File: src/rtl/gpio_pkg.sv
// Shared constants for the GPIO interrupt controller: register byte offsets
// on the core bus and the default debounce divider width.
// No logic, no latency, no flow control.
package gpio_pkg;

    localparam int GPIO_BUS_W     = 32;
    localparam int GPIO_DIV_W_DEF = 16;

    localparam logic [7:0] GPIO_DATA_OFS   = 8'h00;
    localparam logic [7:0] GPIO_DIR_OFS    = 8'h04;
    localparam logic [7:0] GPIO_READ_OFS   = 8'h08;
    localparam logic [7:0] GPIO_SET_OFS    = 8'h0C;
    localparam logic [7:0] GPIO_CLR_OFS    = 8'h10;
    localparam logic [7:0] GPIO_TGL_OFS    = 8'h14;
    localparam logic [7:0] GPIO_IRQ_EN_OFS = 8'h18;
    localparam logic [7:0] GPIO_RISE_OFS   = 8'h1C;
    localparam logic [7:0] GPIO_FALL_OFS   = 8'h20;
    localparam logic [7:0] GPIO_STAT_OFS   = 8'h24;
    localparam logic [7:0] GPIO_DEB_OFS    = 8'h28;

endpackage

File: src/rtl/gpio_in_filter.sv
// Input conditioning: two-flop synchroniser, then an optional debounce that
// only accepts a new level after two consecutive agreeing prescaler ticks.
// Latency: 2 cycles to `filtered` with deb_div = 0; no backpressure.
// Ports: clk/rst (sync, active high), gpio_in (async pins), deb_div (divider
// value N, 0 = bypass), div_wr (restart prescaler), filtered (clean levels).
module gpio_in_filter #(
    parameter int WIDTH = 32,
    parameter int DIV_W = 16
) (
    input  logic             clk,
    input  logic             rst,
    input  logic [WIDTH-1:0] gpio_in,
    input  logic [DIV_W-1:0] deb_div,
    input  logic             div_wr,
    output logic [WIDTH-1:0] filtered
);

    logic [WIDTH-1:0] sync1_q, sync1_d;
    logic [WIDTH-1:0] sync2_q, sync2_d;
    logic [WIDTH-1:0] samp_q,  samp_d;
    logic [WIDTH-1:0] filt_q,  filt_d;
    logic [DIV_W-1:0] cnt_q,   cnt_d;

    logic             bypass;
    logic             tick;
    logic [WIDTH-1:0] agree;

    always_comb begin
        sync1_d = gpio_in;
        sync2_d = sync1_q;

        bypass = (deb_div == '0);
        // Prescaler runs 0..N and ticks on N.
        tick   = !bypass && (cnt_q == deb_div);

        cnt_d = cnt_q + DIV_W'(1);
        if (div_wr || bypass || tick) begin
            cnt_d = '0;
        end

        // A bit only moves when this tick's sample matches the last one.
        agree  = ~(sync2_q ^ samp_q);
        samp_d = samp_q;
        filt_d = filt_q;
        if (bypass) begin
            // Track the live level so enabling debounce starts from the
            // current pin state rather than a stale one.
            samp_d = sync2_q;
            filt_d = sync2_q;
        end else if (tick) begin
            samp_d = sync2_q;
            filt_d = (agree & sync2_q) | (~agree & filt_q);
        end

        filtered = bypass ? sync2_q : filt_q;
    end

    always_ff @(posedge clk) begin
        if (rst) begin
            sync1_q <= '0;
            sync2_q <= '0;
            samp_q  <= '0;
            filt_q  <= '0;
            cnt_q   <= '0;
        end else begin
            sync1_q <= sync1_d;
            sync2_q <= sync2_d;
            samp_q  <= samp_d;
            filt_q  <= filt_d;
            cnt_q   <= cnt_d;
        end
    end

endmodule

File: src/rtl/gpio_irq_ctrl.sv
// Memory-mapped GPIO block: data/direction registers with atomic set/clear/
// toggle, filtered inputs, per-pin edge capture into W1C status and one irq.
// Latency: 1-cycle bus ack; master holding valid is accepted every 2 cycles.
// Ports: clk/rst, bus_valid/we/addr/wdata in, bus_rdata/bus_ready out,
// gpio_in pins, gpio_out (DATA & DIR), gpio_oe (DIR), irq (registered).
module gpio_irq_ctrl
    import gpio_pkg::*;
#(
    parameter int WIDTH = 32,
    parameter int DIV_W = GPIO_DIV_W_DEF
) (
    input  logic                  clk,
    input  logic                  rst,
    input  logic                  bus_valid,
    input  logic                  bus_we,
    input  logic [GPIO_BUS_W-1:0] bus_addr,
    input  logic [GPIO_BUS_W-1:0] bus_wdata,
    output logic [GPIO_BUS_W-1:0] bus_rdata,
    output logic                  bus_ready,
    input  logic [WIDTH-1:0]      gpio_in,
    output logic [WIDTH-1:0]      gpio_out,
    output logic [WIDTH-1:0]      gpio_oe,
    output logic                  irq
);

    logic [WIDTH-1:0]      data_q,    data_d;
    logic [WIDTH-1:0]      dir_q,     dir_d;
    logic [WIDTH-1:0]      irq_en_q,  irq_en_d;
    logic [WIDTH-1:0]      rise_en_q, rise_en_d;
    logic [WIDTH-1:0]      fall_en_q, fall_en_d;
    logic [WIDTH-1:0]      stat_q,    stat_d;
    logic [WIDTH-1:0]      prev_q,    prev_d;
    logic [DIV_W-1:0]      deb_div_q, deb_div_d;
    logic [GPIO_BUS_W-1:0] rdata_q,   rdata_d;
    logic                  ready_q,   ready_d;
    logic                  irq_q,     irq_d;

    logic                  accept;
    logic                  wr;
    logic [7:0]            ofs;
    logic [WIDTH-1:0]      wdat;
    logic [WIDTH-1:0]      w1c;
    logic [WIDTH-1:0]      evt;
    logic [GPIO_BUS_W-1:0] rd_val;
    logic                  div_wr;
    logic [WIDTH-1:0]      filtered;
    logic                  unused_bus_bits;

    // Upper address bits and unused write-data bits are don't-care.
    assign unused_bus_bits = ^{bus_addr, bus_wdata};

    gpio_in_filter #(
        .WIDTH (WIDTH),
        .DIV_W (DIV_W)
    ) u_filter (
        .clk      (clk),
        .rst      (rst),
        .gpio_in  (gpio_in),
        .deb_div  (deb_div_q),
        .div_wr   (div_wr),
        .filtered (filtered)
    );

    always_comb begin
        // The one-cycle ack blocks a second accept of the same held request.
        accept = bus_valid && !ready_q;
        wr     = accept && bus_we;
        ofs    = bus_addr[7:0];
        wdat   = bus_wdata[WIDTH-1:0];
        div_wr = wr && (ofs == GPIO_DEB_OFS);

        data_d    = data_q;
        dir_d     = dir_q;
        irq_en_d  = irq_en_q;
        rise_en_d = rise_en_q;
        fall_en_d = fall_en_q;
        deb_div_d = deb_div_q;
        w1c       = '0;

        if (wr) begin
            case (ofs)
                GPIO_DATA_OFS:   data_d    = wdat;
                GPIO_DIR_OFS:    dir_d     = wdat;
                GPIO_SET_OFS:    data_d    = data_q | wdat;
                GPIO_CLR_OFS:    data_d    = data_q & ~wdat;
                GPIO_TGL_OFS:    data_d    = data_q ^ wdat;
                GPIO_IRQ_EN_OFS: irq_en_d  = wdat;
                GPIO_RISE_OFS:   rise_en_d = wdat;
                GPIO_FALL_OFS:   fall_en_d = wdat;
                GPIO_STAT_OFS:   w1c       = wdat;
                GPIO_DEB_OFS:    deb_div_d = bus_wdata[DIV_W-1:0];
                default:         ;
            endcase
        end

        // Edges on output pins are masked so a DIR flip cannot fake one.
        evt = ((filtered & ~prev_q & rise_en_q) |
               (~filtered & prev_q & fall_en_q)) & ~dir_q;
        // Clear first, then set: a coincident edge keeps the bit high.
        stat_d = (stat_q & ~w1c) | evt;
        prev_d = filtered;
        irq_d  = |(stat_q & irq_en_q);

        rd_val = '0;
        case (ofs)
            GPIO_DATA_OFS:   rd_val[WIDTH-1:0] = data_q;
            GPIO_DIR_OFS:    rd_val[WIDTH-1:0] = dir_q;
            GPIO_READ_OFS:   rd_val[WIDTH-1:0] = (dir_q & data_q) |
                                                 (~dir_q & filtered);
            GPIO_IRQ_EN_OFS: rd_val[WIDTH-1:0] = irq_en_q;
            GPIO_RISE_OFS:   rd_val[WIDTH-1:0] = rise_en_q;
            GPIO_FALL_OFS:   rd_val[WIDTH-1:0] = fall_en_q;
            GPIO_STAT_OFS:   rd_val[WIDTH-1:0] = stat_q;
            GPIO_DEB_OFS:    rd_val[DIV_W-1:0] = deb_div_q;
            default:         ;
        endcase

        // Writes also return the register's pre-write contents.
        rdata_d = accept ? rd_val : rdata_q;
        ready_d = accept;
    end

    always_ff @(posedge clk) begin
        if (rst) begin
            data_q    <= '0;
            dir_q     <= '0;
            irq_en_q  <= '0;
            rise_en_q <= '0;
            fall_en_q <= '0;
            stat_q    <= '0;
            prev_q    <= '0;
            deb_div_q <= '0;
            rdata_q   <= '0;
            ready_q   <= 1'b0;
            irq_q     <= 1'b0;
        end else begin
            data_q    <= data_d;
            dir_q     <= dir_d;
            irq_en_q  <= irq_en_d;
            rise_en_q <= rise_en_d;
            fall_en_q <= fall_en_d;
            stat_q    <= stat_d;
            prev_q    <= prev_d;
            deb_div_q <= deb_div_d;
            rdata_q   <= rdata_d;
            ready_q   <= ready_d;
            irq_q     <= irq_d;
        end
    end

    assign bus_rdata = rdata_q;
    assign bus_ready = ready_q;
    assign gpio_out  = data_q & dir_q;
    assign gpio_oe   = dir_q;
    assign irq       = irq_q;

endmodule

File: config.mk
export PLATFORM = sky130hd
export DESIGN_NAME = gpio_irq_ctrl
export DESIGN_NICKNAME = d
export VERILOG_FILES = /design/src/rtl/gpio_pkg.sv /design/src/rtl/gpio_in_filter.sv /design/src/rtl/gpio_irq_ctrl.sv
export SDC_FILE = /design/constraint.sdc
export NUM_CORES = 1
export LEC_CHECK = 0
export BUFFER_PORTS_ARGS = -buffer_cell sky130_fd_sc_hd__buf_2
export CAP_MARGIN = 20
export CORE_MARGIN = 10
export CORE_UTILIZATION = 40
export CTS_CLUSTER_DIAMETER = 60
export DETAILED_ROUTE_END_ITERATION = 8
export GPL_ROUTABILITY_DRIVEN = 0
export PLACE_DENSITY = 0.62
export SLEW_MARGIN = 20
export SYNTH_ARGS = -nofsm -noshare
export SYNTH_HDL_FRONTEND = slang
export SYNTH_SLANG_ARGS = --single-unit
File: constraint.sdc
create_clock -name clk -period 2.57 [get_ports clk]
set_input_delay 0.1285 -clock clk [delete_from_list [all_inputs] [get_ports clk]]
set_output_delay 0.1285 -clock clk [all_outputs]
set_load 0.01 [all_outputs]
## Word-level counts from Yosys, hierarchy flattened

Index checks and enable logic that the tools add are counted.

| storage, ports and cells | value |
|---|---|
| register bits after elaboration | 418 |
| input port bits | 100 |
| output and inout bits | 98 |
| logic and storage cells | 84 |

| cells by class | value |
|---|---|
| add/sub/neg operators | 1 |
| equality and inequality tests | 11 |
| mux-type cells | 10 |
| bitwise gates (word level) | 26 |
| reduce and logical (&&, ||, !) cells | 20 |

Operator list:

| cell | count |
|---|---|
| AND 32 bit | 12 |
| 2-to-1 mux 32 bit | 7 |
| NOT 32 bit | 7 |
| bitwise OR 32 bit | 5 |
| case mux 16 bit (8 select lines) | 1 |
| case mux 32 bit (4 select lines) | 1 |
| case mux 16 bit (7 select lines) | 1 |
| XOR 32 bit | 2 |
| equality test 8 x 5 -> 1 bit, second input constant | 4 |
| OR reduction 32 bit | 1 |
| equality test 8 x 6 -> 1 bit, second input constant | 3 |
| adder 16 x 1 -> 16 bit, second input constant | 1 |
| equality test 16 bit | 1 |
| equality test 8 x 4 -> 1 bit, second input constant | 2 |
| logical NOT 16 bit | 1 |
| AND reduction 2 bit | 6 |
| equality test 8 x 3 -> 1 bit, second input constant | 1 |
| logical NOT 8 bit | 1 |
| logical AND 1 bit | 4 |
| nonzero test 4 bit | 1 |
| logical NOT 1 bit | 2 |
| logical OR 1 bit | 2 |
| nonzero test 2 bit | 1 |
| OR reduction 2 bit | 1 |

## Depth between registers and ports, before layout

Gate-level depths: netlist of the first run.

| logic depth | value |
|---|---|
| depth after elaboration | 8 |
| gate-level depth with buffers | 8 |
| depth with buffers taken out | 7 |

## Hierarchy

Synthesis of the first run repeated with hierarchy kept, for this count alone.

| unflattened totals | value |
|---|---|
| cell total of the unflattened synthesis | 2,477 |
| area total of the unflattened synthesis | 20,786.2 µm² |

By module, submodules not included:

| module | instances | cells each | area each (µm²) |
|---|---|---|---|
| gpio_irq_ctrl | 1 | 1,825 | 14,516.4 |
| gpio_in_filter | 1 | 652 | 6,269.8 |

## Least setup slack after synthesis of the first run

Ideal clock, no wire load.

| timing path | value |
|---|---|
| path kind | register to register |
| from | register deb_div_q[2] |
| to | register stat_q[12] |
| library setup time | 0.087 ns |
| arrival time | 1.848 ns |
| data required time | 2.483 ns |
| slack | 0.635 ns |
| stages on the path, launching flop included | 8 |
| clock period less this slack | 1.935 ns |
| cells stage by stage | dfxtp_1 -> nor4_1 -> and4_1 -> buf_2 -> buf_4 -> mux2i_1 -> mux2_2 -> o31ai_1 |

| on the way | value |
|---|---|
| cells in the longest elaborated chain, start to end | 8 |

Ends and longest elaborated chain:

| item | line | text |
|---|---|---|
| from (decl) | gpio_irq_ctrl.sv:33 | `logic [DIV_W-1:0] deb_div_q, deb_div_d;` |
| from (signal assigned) | gpio_irq_ctrl.sv:144 | `deb_div_q <= deb_div_d;` |
| logical NOT 16 bit (*) | gpio_in_filter.sv:32 | `bypass = (deb_div == '0);` |
| 2-to-1 mux 32 bit (*) | gpio_in_filter.sv:55 | `filtered = bypass ? sync2_q : filt_q;` |
| NOT 32 bit | gpio_irq_ctrl.sv:98 | `(~filtered & prev_q & fall_en_q)) & ~dir_q;` |
| AND 32 bit (2 in a row) | gpio_irq_ctrl.sv:98 |  |
| bitwise OR 32 bit (*) | gpio_irq_ctrl.sv:97 | `evt = ((filtered & ~prev_q & rise_en_q) \|` |
| AND 32 bit (*) | gpio_irq_ctrl.sv:98 |  |
| bitwise OR 32 bit (*) | gpio_irq_ctrl.sv:100 | `stat_d = (stat_q & ~w1c) \| evt;` |
| to (signal assigned) | gpio_irq_ctrl.sv:142 | `stat_q <= stat_d;` |
| to (decl) | gpio_irq_ctrl.sv:31 | `logic [WIDTH-1:0] stat_q, stat_d;` |

Mark *: on every way between the ends. The rest lies on a longest branch, timed or not.
A chain may end at the register's enable or synchronous reset.

## Worst setup path after layout of the first run

| timing path | value |
|---|---|
| from | register deb_div_q[3] |
| to | register stat_q[30] |

The elaborated chain is that of the path after synthesis.

==> reports/qor.csv, run 1 <==
metric;value;unit
status;completed;
hold_path.class;input port to register;
vias;19555;
whs;0.282;ns
drt_iter0_markers;1881;
synth-xor-area-share;0.0127;
netlist_area;20700;µm²
fmax;425;MHz
placed_cells;3214;
synth-simple-area-share;0.219;
ys_types;69;
critical_path.max_fanout;35;
peakVddDrop;0.467;mV
final_cell_mix;nand2_1 (426), dfxtp_1 (418), a21oi_1 (197), buf_2 (171), nand3_1 (121);
antenna_found_initial;1;
clk_latency;0.60;ns
fin_skew;0.0293;ns
dp_hpwl;49700;µm
clock-sinks;418;
finalPower;0.0145;W
synthMuxAreaShare;0.0832;
fin_crit_sh;0.915;
cts_resized;0;
clk_path_buf_depth;3;
final_common_cell;nand2_1;
final_cells;3366;
grt_pass1_vias;18604;
grt_max_degree;201;
tightestPinTransition;1.09;ns
h-tree-depth;2;
path_clk_slew;0.06;ns
cp.required;3.07;ns
arrival;2.85;ns
ant_nets;0;
routed_wl;73500;µm
ys_warn_count;0;
min_period;2.35;ns
ys_ff_latch;418;
antenna_cells;0;
synth_fa_ha_area_frac;0.0392;
num-nets-final;2814;
vias_per_cell;5.81;
rows;83;
core;51300;µm²
fp.dieW;248;µm
cts_buffers;48;
grt_setup_unrepaired;false;
end_kind;register;
drcViolationCount;0;
async_flop_share;0;
post_drt_wl_per_cell;21.8;µm
worst-setup-path-type;register to register;
grt_pass1_wl;111000;µm
hold_violations;0;
synth_ff_type;dfxtp_1;
synth_top_family_by_area;simple AND/OR/NAND/NOR gates;
synth_edf_count;0;
grt.overflow.total;0;
area.growth.synth_to_final;19.8;%
cts_tree;yes;
synth_seq_area_share;0.403;
slew_headroom;0.273;
start_kind;register;
cellLeakagePower;9.58;nW
setup_viol;0;
powerDensity;584;nW/µm²
start_util;0.404;
tns;0;ns
die_h;248;µm
ioPinCount;198;
synth.avg_cell_area;8.46;µm²
maxSlewViolCount;0;
cts_root_buffer;clkbuf_16;
netlist_instances;2453;
synth_compound_area_frac;0.189;
synthesis.nets;2618;
io_buffers;173;
drv_cap;0;
first_pass_iters;6;
grt_util_all_layers;0.230;
drive_above_1_share;0.171;
die_area;61400;µm²
final cells by class:
type	count	area [µm²]
fillers	4863	26500
well taps	680	851
flip-flops and latches	418	8370
clock buffers	71	1390
repair buffers	345	2440
inverters	77	294
multi-input cells	1759	11300
clock inverters	16	196
power by group:
group,switching (W),leakage [nW],internal (W),total [W]
combinational,0.000566,5.42,0.000338,0.000904
clock,0.00282,0.776,0.00414,0.00696
sequential,0.0000645,3.39,0.00658,0.00664
total,0.00345,9.58,0.0111,0.0145
per-stage QoR:
| stage | utilization | cell area, µm² | setup WS, ns |
|---|---|---|---|
| detailed placement | 0.441 | 22600 | 0.245 |
| global route | 0.484 | 24800 | 0.0528 |
| finish | 0.484 | 24800 | 0.218 |
| floorplan | - | 20700 | 0.635 |
| CTS | 0.484 | 24800 | 0.238 |
| global placement | 0.441 | 22600 | 0.305 |
Yosys cell counts (all sizes together) (32+ instances only):
| cell | n | share of area |
|---|---|---|
| clkbuf | 145 | 0.026 |
| nor2b | 67 | 0.020 |
| a221oi | 38 | 0.016 |
| nor2 | 109 | 0.020 |
| buf | 54 | 0.013 |
| a22oi | 35 | 0.013 |
| a31o | 32 | 0.014 |
| and3 | 39 | 0.012 |
| nand2 | 427 | 0.077 |
| nand3 | 122 | 0.030 |
| nand4 | 42 | 0.013 |
| dfxtp | 418 | 0.40 |
| ha | 65 | 0.039 |
| o21ai | 63 | 0.015 |
| a21oi | 198 | 0.048 |
| nand2b | 33 | 0.010 |
| mux2 | 44 | 0.024 |
| mux2i | 114 | 0.055 |
| inv | 77 | 0.014 |
path summary, 6_finish.rpt:
check                                           from                    to  slack (ns)  depth (start not counted)
worst min register to register  u_filter.sync1_q[16]  u_filter.sync2_q[16]        0.44                          1
worst min-delay path                     bus_addr[3]         bus_rdata[11]        0.28                          6
worst max-delay path                    deb_div_q[3]            stat_q[30]        0.22                          7
worst max register to register          deb_div_q[3]            stat_q[30]        0.22                          7
logic make-up after synthesis:
logic type	Yosys count
fa+ha+maj	65
buf+inv	276
xor+xnor	30
mux	162
compound gates	566
simple gates	936
flops	418
worst max-delay path, stage by stage (launching register included):
cell and delay [ns]:
dfxtp_1 0.36, nor4_1 0.32, and4_4 0.36, buf_12 0.24
mux2i_1 0.26, buf_4 0.18, mux2_1 0.32, o31ai_1 0.19
what timing repair did:
| item | CTS | global route |
|---|---|---|
| endpoints found under the hold margin | 220 | 0 |
| hold buffers | 65 | 0 |
| buffers inserted | 0 | 0 |
| endpoints found under the setup margin | 0 | 0 |
state kept, by name, summed over array words and instances (netlist names), 16 cells and up, named ones only:
signal and cells:
gpio_oe 32, prev_q 32, fall_en_q 32, u_filter.sync2_q 32, u_filter.cnt_q 16, stat_q 32, deb_div_q 16, rise_en_q 32
bus_rdata 32, u_filter.sync1_q 32, u_filter.samp_q 32, irq_en_q 32, data_q 32
per-layer routing:
layer,global-route usage,part of all wire,routed length (µm),vias up
met5,0,0.00018,13,-
li1,-,-,-,9119
met1,0.302,0.42,31000,9488
met4,0.0936,0.036,2620,2
met2,0.374,0.46,34100,800
met3,0.0342,0.078,5760,146
Note: power is estimated with default switching activity, not from simulation.
==> inputs of run 2 (changes only) <==
--- a/config.mk
+++ b/config.mk
@@ -8,11 +8,11 @@
 export BUFFER_PORTS_ARGS = -buffer_cell sky130_fd_sc_hd__buf_2
 export CAP_MARGIN = 20
 export CORE_MARGIN = 10
-export CORE_UTILIZATION = 40
+export CORE_UTILIZATION = 60
 export CTS_CLUSTER_DIAMETER = 60
 export DETAILED_ROUTE_END_ITERATION = 8
 export GPL_ROUTABILITY_DRIVEN = 0
-export PLACE_DENSITY = 0.62
+export PLACE_DENSITY = 0.85
 export SLEW_MARGIN = 20
 export SYNTH_ARGS = -nofsm -noshare
 export SYNTH_HDL_FRONTEND = slang
==> run 2 against run 1 <==
Clock power is 7.2% lower; total power shrank 3.6%; cell area down 2.0%; sequential cell count stayed put; sequential power is essentially flat; final cell count shrank 7.2%; routed wire length decreased by 4.2%; clock skew is 0.010 ns lower; worst hold slack got worse by 0.27 ns; non-clock buffer count down 10; largest cell class unchanged.
==> reports/qor.csv, run 2 (synthesis gave the netlist of run 1 again) <==
metric;value;unit;change
peakVddDrop;0.481;mV;+3.1%
cellLeakagePower;9.44;nW;-1.4%
fin_skew;0.0193;ns;-0.0100 ns
antenna_found_initial;1;;unchanged
die_h;206;µm;-17%
start_util;0.605;;+0.201
drive_above_1_share;0.167;;-0.00453
end_kind;register;;
cts_setup_buffers;0;;unchanged
hold_violations;0;;unchanged
r2r_start;deb_div_q[0];;
crit_slowest_cell;mux2i_1;;
powerDensity;574;nW/µm²;-1.6%
first_pass_iters;6;;unchanged
hold_path.class;input port to register;;
dp_hpwl;45900;µm;-7.5%
setup_viol;0;;unchanged
worst-r2r-setup-slack;0.07;ns;-0.15 ns
grt_pass1_wl;109000;µm;-1.5%
final_cell_mix;nand2_1 (426), dfxtp_1 (418), a21oi_1 (197), buf_2 (171), nand3_1 (121);;
post_drt_wl_per_cell;22.5;µm;+3.2%
drcViolationCount;0;;unchanged
num-nets-final;2800;;-0.50%
worst-setup-path-type;register to register;;
grt.overflow.total;0;;unchanged
holdPathStages;2;;-4
io_buffers;173;;unchanged
rows;68;;-18%
start_kind;register;;
max_stage_delay;0.46;ns;+0.10 ns
vias;20672;;+5.7%
setup_ws;0.0715;ns;-0.146 ns
drt_iter0_markers;2802;;+49%
h-tree-depth;2;;unchanged
clk_latency;0.55;ns;-0.05 ns
fillCellCount;2476;;-49%
grt_setup_unrepaired;false;;
clock-sinks;418;;unchanged
timing.rr.end;stat_q[14];;
cp.required;3.02;ns;-0.05 ns
fin_crit_sh;0.972;;+0.0570
placed_cells;2979;;-7.3%
final_common_cell;nand2_1;;
r2r_cells;6;;-1
grt_pass1_vias;20191;;+8.5%
fmax;400;MHz;-5.9%
grt_util_all_layers;0.320;;+0.0902
arrival;2.95;ns;+0.10 ns
area.growth.synth_to_final;17.4;%;
tightestPinTransition;0.892;ns;-0.198 ns
cts_tree;yes;;
tns;0;ns;unchanged
drv_cap;0;;unchanged
critical_path.max_fanout;24;;-31%
core;34300;µm²;-33%
cts_buffers;44;;-8.3%
whs_endpoint;gpio_oe[11];;
vias_per_cell;6.62;;+14%
routed_wl;70400;µm;-4.2%
dp_slack;0.176;ns;-0.0687 ns
fp.dieW;206;µm;-17%
status;completed;;
crit_chain;nor4_1 -> and4_2 -> buf_12 -> mux2i_1 -> mux2_1 -> o31ai_1;;
ioPinCount;198;;unchanged
final_cells;3125;;-7.2%
hp-start;rst;;
cts_root_buffer;clkbuf_16;;
ant_nets;0;;unchanged
path_clk_slew;0.06;ns;about the same
min_period;2.50;ns;+0.146 ns
clk_path_buf_depth;3;;unchanged
slew_headroom;0.405;;+0.132
die_area;42400;µm²;-31%
maxSlewViolCount;0;;unchanged
grt_max_degree;174;;-13%
[run 2: cell types whose count changed in the layout (fill, tap and decap cells not counted), moves of 2 or more]
cell	change
clkbuf_16	-3
buf_12	-2
buf_4	-8
clkinv_2	-2
[run 2: repair_timing]
| action | in CTS | in global routing |
|---|---|---|
| setup endpoints to repair | 0 | 15 |
| hold buffers | 64 | 0 |
| resized for setup | 0 | 1 |
| hold endpoints to repair | 196 | 0 |
[run 2: area by class of cell]
class / instances / area (µm²) / share of cell area
inverter: 77 / 292 / 0.0120
antenna: 1 / 2.50 / 0.000103
clock buffer: 68 / 1300 / 0.0535
tap: 455 / 569 / 0.0234
clock inverter: 12 / 149 / 0.00612
multi-input combinational: 1759 / 11300 / 0.464
sequential: 418 / 8370 / 0.344
timing repair buffer: 335 / 2360 / 0.0969
[run 2: critical path: cells and delay by family, from the launching register on]
kind                   cells  cell delay (ns)
DFF                        1             0.35
buffers and inverters      1             0.25
AOI/OAI and AO/OA          1             0.24
muxes                      2             0.84
and+or+nand+nor            2             0.70
[run 2: per-layer routing]
layer / vias up / track usage / share of wire / routed length [µm]
li1: 9091 / - / - / -
met2: 1508 / 0.504 / 0.45 / 31400
met4: 0 / 0.206 / 0.068 / 4760
met1: 9687 / 0.390 / 0.36 / 25400
met5: - / 0 / 0 / 0
met3: 386 / 0.0729 / 0.12 / 8790
[run 2: where the power goes]
| group | total [W] | internal (W) | switching, W |
|---|---|---|---|
| registers | 0.00664 | 0.00657 | 0.0000632 |
| clock network | 0.00646 | 0.00380 | 0.00266 |
| logic | 0.000887 | 0.000331 | 0.000555 |
| total | 0.0140 | 0.0107 | 0.00328 |
[run 2: worst max-delay path by stage]
| stage | slack, ns | endpoint | cells past startpoint | startpoint |
|---|---|---|---|---|
| final | 0.07 | stat_q[14] | 6 | deb_div_q[0] |
| after global routing | 0.02 | stat_q[21] | 8 | deb_div_q[0] |
| after CTS | 0.13 | stat_q[14] | 6 | deb_div_q[7] |
| after detailed placement | 0.18 | stat_q[14] | 6 | deb_div_q[7] |
| after global placement | 0.28 | stat_q[14] | 6 | deb_div_q[15] |
| after floorplan | 0.64 | stat_q[12] | 7 | deb_div_q[2] |
[run 2: through the flow]
step | hold WS [ns] | utilization | power [W] | cell area (µm²)
floorplan | 0.257 | - | 0.00724 | 20700
global placement | 0.345 | 0.648 | 0.00752 | 22200
detailed placement | 0.340 | 0.648 | 0.00755 | 22200
CTS | 0.0112 | 0.709 | 0.0140 | 24300
global route | 0.0244 | 0.710 | 0.0143 | 24300
finish | 0.00776 | 0.710 | 0.0140 | 24300
